$ cat config.mk
export PLATFORM = sky130hd
export DESIGN_NAME = controle_jogo_param
export DESIGN_NICKNAME = d
export VERILOG_FILES = /design/src/rtl/controle_jogo_param.sv
export SDC_FILE = /design/constraint.sdc
export NUM_CORES = 1
export LEC_CHECK = 0
export CAP_MARGIN = 20
export CORE_UTILIZATION = 54
export DETAILED_ROUTE_END_ITERATION = 8
export HOLD_SLACK_MARGIN = 0.1
export PLACE_DENSITY = 0.9
export SYNTH_ARGS = -nofsm -noshare
export SYNTH_HDL_FRONTEND = slang
export SYNTH_SLANG_ARGS = --single-unit
export TNS_END_PERCENT = 100
$ cat constraint.sdc
create_clock -name clock -period 2.5 [get_ports clock]
set_input_delay 0.375 -clock clock [delete_from_list [all_inputs] [get_ports clock]]
set_output_delay 0.375 -clock clock [all_outputs]
set_load 0.005 [all_outputs]
$ cat src/rtl/controle_jogo_param.sv
// Turn/phase controller for ultimate tic-tac-toe: macro pick, micro pick, validation, write, result check.
// Optional macro TURN_TIMEOUT_EN forfeits a move phase after TIMEOUT_CYCLES idle cycles.
module controle_jogo_param #(
  parameter int NUM_PLAYERS    = 2,
  parameter int PLAYER_W       = 1,
  parameter int VALID_CYCLES   = 4,
  parameter int TIMEOUT_CYCLES = 1000,
  parameter int TIMER_W        = 16
) (
  input  logic                clock,
  input  logic                reset,
  input  logic                iniciar,
  input  logic                tem_jogada,
  input  logic                macro_vencida,
  input  logic                micro_jogada,
  input  logic                fim_jogo,
  output logic                zeraR_macro,
  output logic                zeraR_micro,
  output logic                zeraEdge,
  output logic                registraR_macro,
  output logic                registraR_micro,
  output logic                sinal_macro,
  output logic                sinal_valida_macro,
  output logic                jogar_macro,
  output logic                jogar_micro,
  output logic                we_board,
  output logic                we_board_state,
  output logic                pronto,
  output logic [PLAYER_W-1:0] jogador,
  output logic                timeout,
  output logic [3:0]          db_estado
);

  typedef enum logic [3:0] {
    INICIAL            = 4'h0,
    PREPARACAO         = 4'h1,
    JOGA_MACRO         = 4'h2,
    REGISTRA_MACRO     = 4'h3,
    VALIDA_MACRO       = 4'h4,
    JOGA_MICRO         = 4'h5,
    REGISTRA_MICRO     = 4'h6,
    VALIDA_MICRO       = 4'h7,
    REGISTRA_JOGADA    = 4'h8,
    VERIFICA_MACRO     = 4'h9,
    REGISTRA_RESULTADO = 4'hA,
    VERIFICA_TABULEIRO = 4'hB,
    TROCAR_JOGADOR     = 4'hC,
    DECIDE_MACRO       = 4'hD,
    FIM                = 4'hF
  } estado_t;

  localparam logic [TIMER_W-1:0]  VAL_LAST    = TIMER_W'(VALID_CYCLES - 1);
  localparam logic [PLAYER_W-1:0] PLAYER_LAST = PLAYER_W'(NUM_PLAYERS - 1);

  estado_t               estado_q, estado_d;
  logic [TIMER_W-1:0]    val_q, val_d;
  logic [PLAYER_W-1:0]   jog_q, jog_d;
  logic                  val_fim;
  logic                  expira;

`ifdef TURN_TIMEOUT_EN
  localparam logic [TIMER_W-1:0] TO_LAST = TIMER_W'(TIMEOUT_CYCLES - 1);
  logic [TIMER_W-1:0] turn_q, turn_d;
  logic               tout_q, tout_d;
  logic               em_joga;

  always_comb begin
    em_joga = (estado_q == JOGA_MACRO) || (estado_q == JOGA_MICRO);
    turn_d  = em_joga ? turn_q + 1'b1 : '0;
    expira  = em_joga && (turn_q == TO_LAST);
    // A key press on the expiry cycle wins, so only an unanswered expiry is flagged
    tout_d  = expira && !tem_jogada;
  end

  always_ff @(posedge clock) begin
    if (reset) begin
      turn_q <= '0;
      tout_q <= 1'b0;
    end else begin
      turn_q <= turn_d;
      tout_q <= tout_d;
    end
  end

  assign timeout = tout_q;
`else
  assign expira  = 1'b0;
  assign timeout = 1'b0;
`endif

  always_comb begin
    val_fim = (val_q == VAL_LAST);
    val_d   = ((estado_q == VALIDA_MACRO) || (estado_q == VALIDA_MICRO)) ? val_q + 1'b1 : '0;
    jog_d   = jog_q;
    if (estado_q == INICIAL)
      jog_d = '0;
    else if (estado_q == TROCAR_JOGADOR)
      jog_d = (jog_q == PLAYER_LAST) ? '0 : jog_q + 1'b1;
  end

  always_ff @(posedge clock) begin
    if (reset) begin
      estado_q <= INICIAL;
      val_q    <= '0;
      jog_q    <= '0;
    end else begin
      estado_q <= estado_d;
      val_q    <= val_d;
      jog_q    <= jog_d;
    end
  end

  always_comb begin
    estado_d           = estado_q;
    zeraR_macro        = 1'b0;
    zeraR_micro        = 1'b0;
    zeraEdge           = 1'b0;
    registraR_macro    = 1'b0;
    registraR_micro    = 1'b0;
    sinal_macro        = 1'b0;
    sinal_valida_macro = 1'b0;
    jogar_macro        = 1'b0;
    jogar_micro        = 1'b0;
    we_board           = 1'b0;
    we_board_state     = 1'b0;
    pronto             = 1'b0;
    case (estado_q)
      INICIAL: begin
        zeraR_macro = 1'b1;
        zeraR_micro = 1'b1;
        zeraEdge    = 1'b1;
        if (iniciar) estado_d = PREPARACAO;
      end
      PREPARACAO: begin
        zeraR_macro = 1'b1;
        zeraR_micro = 1'b1;
        estado_d    = JOGA_MACRO;
      end
      JOGA_MACRO: begin
        sinal_macro = 1'b1;
        jogar_macro = 1'b1;
        if (tem_jogada)  estado_d = REGISTRA_MACRO;
        else if (expira) estado_d = TROCAR_JOGADOR;
      end
      REGISTRA_MACRO: begin
        registraR_macro    = 1'b1;
        sinal_macro        = 1'b1;
        sinal_valida_macro = 1'b1;
        estado_d           = VALIDA_MACRO;
      end
      VALIDA_MACRO: begin
        sinal_valida_macro = 1'b1;
        if (val_fim) estado_d = macro_vencida ? PREPARACAO : JOGA_MICRO;
      end
      JOGA_MICRO: begin
        zeraR_micro = 1'b1;
        jogar_micro = 1'b1;
        if (tem_jogada)  estado_d = REGISTRA_MICRO;
        else if (expira) estado_d = TROCAR_JOGADOR;
      end
      REGISTRA_MICRO: begin
        registraR_micro = 1'b1;
        estado_d        = VALIDA_MICRO;
      end
      VALIDA_MICRO: begin
        if (val_fim) estado_d = micro_jogada ? JOGA_MICRO : REGISTRA_JOGADA;
      end
      REGISTRA_JOGADA: begin
        we_board = 1'b1;
        estado_d = VERIFICA_MACRO;
      end
      VERIFICA_MACRO:     estado_d = REGISTRA_RESULTADO;
      REGISTRA_RESULTADO: begin
        we_board_state = 1'b1;
        estado_d       = VERIFICA_TABULEIRO;
      end
      VERIFICA_TABULEIRO: estado_d = fim_jogo ? FIM : TROCAR_JOGADOR;
      TROCAR_JOGADOR:     estado_d = DECIDE_MACRO;
      DECIDE_MACRO: begin
        registraR_macro = 1'b1;
        estado_d        = macro_vencida ? PREPARACAO : JOGA_MICRO;
      end
      FIM: begin
        pronto = 1'b1;
        if (iniciar) estado_d = INICIAL;
      end
      default: estado_d = INICIAL;
    endcase
  end

  assign jogador   = jog_q;
  assign db_estado = estado_q;

endmodule

Word level (Yosys, flattened, before mapping)
Cells that the tools add are included.
- output and inout bits: 18
- word-level logic and storage cells: 60
- register bits after elaboration: 21
- bits of input ports: 7
- mux-type cells: 23
- bitwise operators: 1
- equality and inequality tests: 21
- $add $sub $neg: 2
- reduce and logical (&&, ||, !) cells: 10
- operators with widths (cell ; count):
    4-bit case mux with 15 select lines ; 1
    4-bit equality test, second input constant ; 7
    4-bit two-way mux ; 7
    16-bit by 1-bit adder with 16-bit output, second input constant ; 1
    16-bit by 2-bit equality test with 1-bit output, second input constant ; 1
    4-bit by 3-bit equality test with 1-bit output, second input constant ; 4
    1-bit two-way mux ; 13
    2-bit != test, second input constant ; 6
    2-bit OR reduction ; 6
    4-bit by 2-bit equality test with 1-bit output, second input constant ; 2
    6-bit AND reduction ; 1
    4-bit by 1-bit equality test with 1-bit output, second input constant ; 1
    4-bit logical NOT ; 1
    3-bit two-way mux ; 1
    3-bit OR reduction ; 1
    2-bit two-way mux ; 1
    1-bit adder, second input constant ; 1
    1-bit logical OR ; 1
    1-bit inverter ; 1

Logic depth before layout (Yosys ltp)
- depth after elaboration: 4
- mapped depth: 6
- mapped depth without buffers: 6

Worst setup path after synthesis
No wires, ideal clock.
- path type: register to output
- start point: register estado_q[2] (netlist: db_estado[2])
- end point: output registraR_macro
- cell stages (with the launch flop): 5
- path buffers: 2
- arrival: 1.212 ns
- slack: 0.913 ns
- cell sequence: dfxtp_1 clkbuf_1 clkbuf_1 nor2_1 o21a_1
- cells in the longest elaborated chain, start to end: 3
- elaborated cells between the ends (all ways): 4
- ends and longest elaborated chain (element ; line ; source):
    start: declaration ; 55 ; estado_t estado_q, estado_d;
    start signal: assignment ; 107 ; estado_q <= estado_d;
    4-bit equality test or 4-bit by 2-bit equality test with 1-bit output (tied branches) ; 127 ; case (estado_q)
    2-bit OR reduction (no line) (*) ; n/a ;
    1-bit two-way mux (*) ; 127 ;
    end: declaration ; 20 ; output logic registraR_macro,
Mark *: on every way between the ends. The rest lies on a longest branch, timed or not.

Worst setup path after layout
- start point: register estado_q[2] (netlist: db_estado[2])
- end point: output zeraR_micro
- cells in the longest elaborated chain, start to end: 3
- elaborated cells between the ends (all ways): 5
- ends and longest elaborated chain (element ; line ; source):
    4-bit by 3-bit equality test with 1-bit output (tied with other cells) ; 127 ;
    3-bit OR reduction (no line) (*) ; n/a ;
    1-bit two-way mux (*) ; 127 ;
    end: declaration ; 18 ; output logic zeraR_micro,
Marked as above.

==> reports/metrics.yaml <==
outcome:
  status: "complete, no violations"
placement:
  dpl.cell_count: 201
  globalplace.congestion: 0.8996
  port_buffers: 23
  dp_hpwl_mm: 2.156
global_routing:
  grt_pass1_wl_mm: 4.892
  grt_max_degree: 20
  grt.total_usage_pct: 25.53
  grt_overflow_total: 0
  grt_pass1_vias: 1109
  antenna_found_initial: 0
setup_path:
  criticalPathCategory: "register to output port"
  slowest_stage: "dfxtp_1"
  crit_chain: "nand2_1 -> nor3_1 -> or2_2 -> clkdlybuf4s50_1"
  cp_max_fo: 12
  reg2reg_to: "db_estado[1]"
  cp-start-kind: "register"
  critPathTopFamily: "simple AND/OR/NAND/NOR gates"
  rrSetupSlack_ns: 0.70
  worstReg2RegStart: "val_q[0]"
  slowest_delay_ns: 0.54
  critical_path_arrival_ns: 1.92
  cp_num_buf_inv: 1
  cp.required_ns: 2.12
  path_depth: 4
  r2r_cells: 6
  endpoint: "zeraR_micro"
  crit_path_start: "db_estado[2]"
  cp-end-kind: "output port"
sta:
  tightest_slew_ns: 0.4990
  slew_headroom_pct: 66.66
  fin_crit_ns: 2.299
  setup-violations-final: 0
  fmax_mhz: 434.9
  final_max_slew_viol_count: 0
  fin_tns_setup_ns: 0
  rsz0062_at_grt: "false"
  hold_viol: 0
  fin_skew_ns: 0.002997
  final.period_utilization_pct: 91.97
routing:
  wire_per_inst_um: 14.08
  wirelength_mm: 2.887
  first_pass_iters: 4
  via_count: 1221
  via_per_inst: 5.956
  drtAntennaViolNets: 0
  drc: 0
  drtIter0Drc: 48
hold_path:
  min_path_type: "register to register"
logic_synthesis:
  synth-edff-count: 0
  synth.distinct_cells: 43
  syn-num-nets: 165
  yosysWarnings: 0
  seq_area_frac_synth_pct: 34.01
  avgSynthCellArea_sq_um: 7.874
  async_reset_ff_share_pct: 0
  syn_inst: 157
  syn_area_sq_mm: 0.001236
  synth_largest_area_cell: "dfxtp_1"
  yosysTopAreaCellShare_pct: 34.01
  yosys-top-cells-area: "dfxtp_1 (34%), xnor2_1 (7.8%), nor2_1 (6.4%)"
  ys_seq_elements: 21
  ys.flop_type: "dfxtp_1"
power:
  p_int_uw: 658.7
  p_comb_share_pct: 45.8
  power_mw: 1.020
  clkPwrFrac_pct: 15.8
  power_per_cell_area_mw_per_mm2: 678.2
  swShare_pct: 35.42
  leakage_nw: 0.5011
  power.switching_uw: 361.3
  seq_power_share_pct: 38.4
  vdd_drop_max_mv: 0.6005
die:
  die_w_um: 49.85
  start_util_pct: 59.95
  rows: 16
  die_y_um: 49.85
  core_area_sq_mm: 0.002062
  ioPinCount: 25
  die_area_sq_mm: 0.002485
flow_run:
  maxCapViolations: 0
finish:
  final_cell_mix: "clkdlybuf4s50_1 (23), nor2_1 (21), dfxtp_1 (20)"
  layout.cells.most_common: "clkdlybuf4s50_1"
  drive_above_1_share_pct: 8.427
  stdcell_count: 205
  antenna_cells: 0
  final_nets: 187
  fillers: 160
  syn_to_final_growth_pct: 21.66
clock_network:
  clock_sinks: 21
  cts_setup_buffers: 0
  clk_path_buf_depth: 2
  numCtsBuffers: 3
  ctsHtreeMaxLevel: 1
  clock_tree.root_cell: "clkbuf_4"
  cts_tree: "done"
  clk_latency_ns: 0.30
  clkTransAtPathRegs_ns: 0.11
## Yosys cell counts (2+ instances only)
cell type  instances
a21oi_1            8
a22oi_1            2
a31oi_1            2
and2_1             2
and3_1             5
buf_2              4
clkbuf_1           4
dfxtp_1           21
inv_1              7
nand2_1           10
nand3_1            9
nor2_1            21
nor3_1            10
nor3b_1            2
nor4_1             4
o211ai_1           2
o21ai_0            6
xnor2_1           11
xor2_1             3
## worst min path at each step
stage	cells after the start	start	to	slack [ns]
6_report	1	val_q[0]	val_q[0]	0.55
4_1_cts	2	val_q[15]	val_q[15]	0.56
3_3_place_gp	1	val_q[0]	val_q[0]	0.49
3_5_place_dp	2	jogador	jogador	0.53
5_1_grt	2	jogador	jogador	0.59
2_1_floorplan	1	reset	db_estado[0]	0.44
## logic make-up (layout without fill, tap and decap cells)
| family | after synthesis | after routing | synth area share [%] |
|---|---|---|---|
| AND/OR/NAND/NOR | 74 | 74 | 32.49 |
| AO/OA/AOI/OAI | 28 | 28 | 14.98 |
| flip-flops | 21 | 21 | 34.01 |
| buffers and inverters | 17 | 38 | 6.478 |
| XOR/XNOR | 14 | 14 | 9.919 |
| adder cells (fa/ha/maj) | 1 | 1 | 1.012 |
| other | 1 | 1 | 0.3034 |
| multiplexers | 1 | 1 | 0.8097 |
## power groups by stage
stage	clock network (mW)	logic (mW)	registers [mW]
finish	0.161	0.467	0.391
global route	0.182	0.504	0.395
CTS	0.167	0.464	0.388
detailed placement	0	0.462	0.395
global placement	0	0.447	0.393
floorplan	0	0.276	0.377
## sequential cells by signal, summed over array words and instances, names as in the netlist
register	cells
db_estado	4
val_q	16
jogador	1
## area by class of cell
class / instances / area, sq um / area share (%)
timing repair buffer: 27 / 260.3 / 17.30
tap: 27 / 33.78 / 2.246
clock buffer: 4 / 26.28 / 1.747
sequential: 21 / 421.7 / 28.04
multi-input combinational: 119 / 735.7 / 48.92
inverter: 7 / 26.28 / 1.747
## metrics by stage
step / instance area, sq um / worst slack [ns] / hold WS (ns) / util, %
5_1_grt: 1504 / 0.08688 / 0.5924 / 72.94
2_1_floorplan: 1236 / 0.9127 / 0.4441 / -
3_3_place_gp: 1476 / 0.5786 / 0.4915 / 71.60
4_1_cts: 1503 / 0.1277 / 0.5567 / 72.88
3_5_place_dp: 1476 / 0.4922 / 0.5278 / 71.60
6_report: 1504 / 0.2007 / 0.5484 / 72.94
## layer usage
metal / track usage, % / wire length, um / vias up
met5: 0 / 0 / -
met4: 8.095 / 44 / 0
met3: 5.864 / 153 / 6
met2: 40.99 / 1407 / 43
met1: 33.59 / 1282 / 579
li1: - / - / 593
## what timing repair did
action                     4_1_cts  5_1_grt
hold buffers                     0        0
setup endpoints to repair        0        2
resized for setup                0        1
Power figures use the tool's default switching activity.
==> RTL edit, RTL diff (config.mk and constraints unchanged) <==
Take the reset off `val_q` and load it in a clocked block of its own.
--- a/src/rtl/controle_jogo_param.sv
+++ b/src/rtl/controle_jogo_param.sv
@@ -101,13 +101,15 @@
   always_ff @(posedge clock) begin
     if (reset) begin
       estado_q <= INICIAL;
-      val_q    <= '0;
       jog_q    <= '0;
     end else begin
       estado_q <= estado_d;
-      val_q    <= val_d;
       jog_q    <= jog_d;
     end
+  end
+
+  always_ff @(posedge clock) begin
+    val_q <= val_d;
   end
 
   always_comb begin
Formal check against the unedited RTL: no difference found for any inputs over 10 cycles, from zero or initial values and one cycle with reset high; that may be too few to reach the edited logic, so the function may still have changed.
==> RTL edit against the original RTL <==
  * Clock power increased by 5%
  * Hold slack lost 0.059 ns
  * Area after synthesis fell by 4.1%
  * Final area is 1.9% lower
  * Sequential cell count unchanged
  * Power increased by 0.29%
  * Routed wire length fell by 2.5%
  * Worst setup slack better by 0.067 ns
  * Via count shrank 0.82%
  * Global-route usage up 0.61 points
  * Die area down 4.0%
  * Final cell count is 2.4% higher
  * Count of clock-buffer cells in the layout fell by 1
  * Critical endpoint unchanged
==> RTL edit: results <==
set metrics [dict create \
    vdd_drop_max_mv 0.478 \
    fin_skew_ns 0.0149 \
    leakagePower_nw 0.460 \
    drt_iter0_drc 40 \
    synth-xor-area-share_pct 8.87 \
    nFillCells 156 \
    postPlaceCellArea_um2 1440 \
    synth_adder_area_share_pct 1.06 \
    routabilityCongestion 0.891 \
    clkLatencyLatePin_ns 0.32 \
    regToRegSetupSlack_ns 0.68 \
    synthDistinctLibCells 36 \
    holdPathEnd "val_q[0]$_SDFF_PN0_" \
    crit_fanout 17 \
    layout-drive-gt1-share_pct 8.74 \
    routed_via_density 5.77 \
    fin_nets 192 \
    worstHoldStart "val_q[0]$_SDFF_PN0_" \
    finalWirelength_um 2820 \
    first_global_vias 1091 \
    ys_seq_area_share_pct 35.5 \
    crit_arrival_ns 1.86 \
    r2r-start "db_estado[1]$_SDFFE_PP0P_" \
    synth_common_cells "24 x nor2_1, 21 x dfxtp_1, 12 x a21oi_1" \
    dpl.hpwl_um 2040 \
    slowest_stage "dfxtp_2" \
    status "complete, no violations" \
    grt_usage_pct 26.1 \
]
-- RTL edit: cell types whose count changed in the layout (fill, tap and decap cells not counted), sizes merged, moves of 2 or more --
cell,before,now
a21oi,10,12
and2,2,0
and3,6,1
inv,7,9
nor2,21,24
nor3,10,8
o21ai,7,9
or3,2,4
xnor2,11,8
-- RTL edit: cell families after synthesis --
logic type	after synthesis
other cells	1
mux	1
buf+inv	19
compound gates	32
flops	21
simple gates	74
xor+xnor	12
fa+ha+maj	1
-- RTL edit: area by class of cell --
cell class | instances | area, um^2 | area share [%]
clock buffer | 3 | 22.5 | 1.53
clock inverter | 1 | 7.51 | 0.509
inverter | 9 | 33.8 | 2.29
multi-input combinational | 121 | 686 | 46.5
sequential | 21 | 424 | 28.8
tap | 27 | 33.8 | 2.29
timing repair buffer | 28 | 268 | 18.2
-- RTL edit: how the worst max path moves through the flow --
stage | start | to | slack (ns) | cells after the start
5_1_grt | db_estado[0]$_SDFFE_PP0P_ | zeraR_micro | 0.12 | 4
6_report | db_estado[0]$_SDFFE_PP0P_ | zeraR_micro | 0.27 | 4
3_3_place_gp | db_estado[0]$_SDFFE_PP0P_ | zeraR_micro | 0.47 | 4
4_1_cts | db_estado[0]$_SDFFE_PP0P_ | zeraR_micro | 0.04 | 4
3_5_place_dp | db_estado[0]$_SDFFE_PP0P_ | zeraR_micro | 0.41 | 4
2_1_floorplan | db_estado[1]$_SDFFE_PP0P_ | zeraR_micro | 0.85 | 4
-- RTL edit: per-stage QoR --
step,instances,hold slack [ns]
after floorplan,161,0.430
after global placement,206,0.447
after detailed placement,206,0.470
after CTS,210,0.498
after global routing,210,0.520
final,210,0.490
-- RTL edit: critical path, delay by kind of cell (launching register included) --
family                 cells  cell delay, ns
DFF                        1            0.53
buffers and inverters      1            0.49
and+or+nand+nor            3            0.53
-- RTL edit: per-layer routing --
metal,share of wire (%),track usage [%]
met5,0,0
met4,2.0,9.80
met3,5.1,5.61
met2,47,44.0
met1,46,32.7
-- RTL edit: power groups by stage --
stage	combinational, mW	sequential, mW	clock [mW]
2_1_floorplan	0.257	0.376	0
3_3_place_gp	0.422	0.414	0
3_5_place_dp	0.434	0.418	0
4_1_cts	0.436	0.410	0.173
5_1_grt	0.484	0.423	0.186
6_report	0.439	0.415	0.169
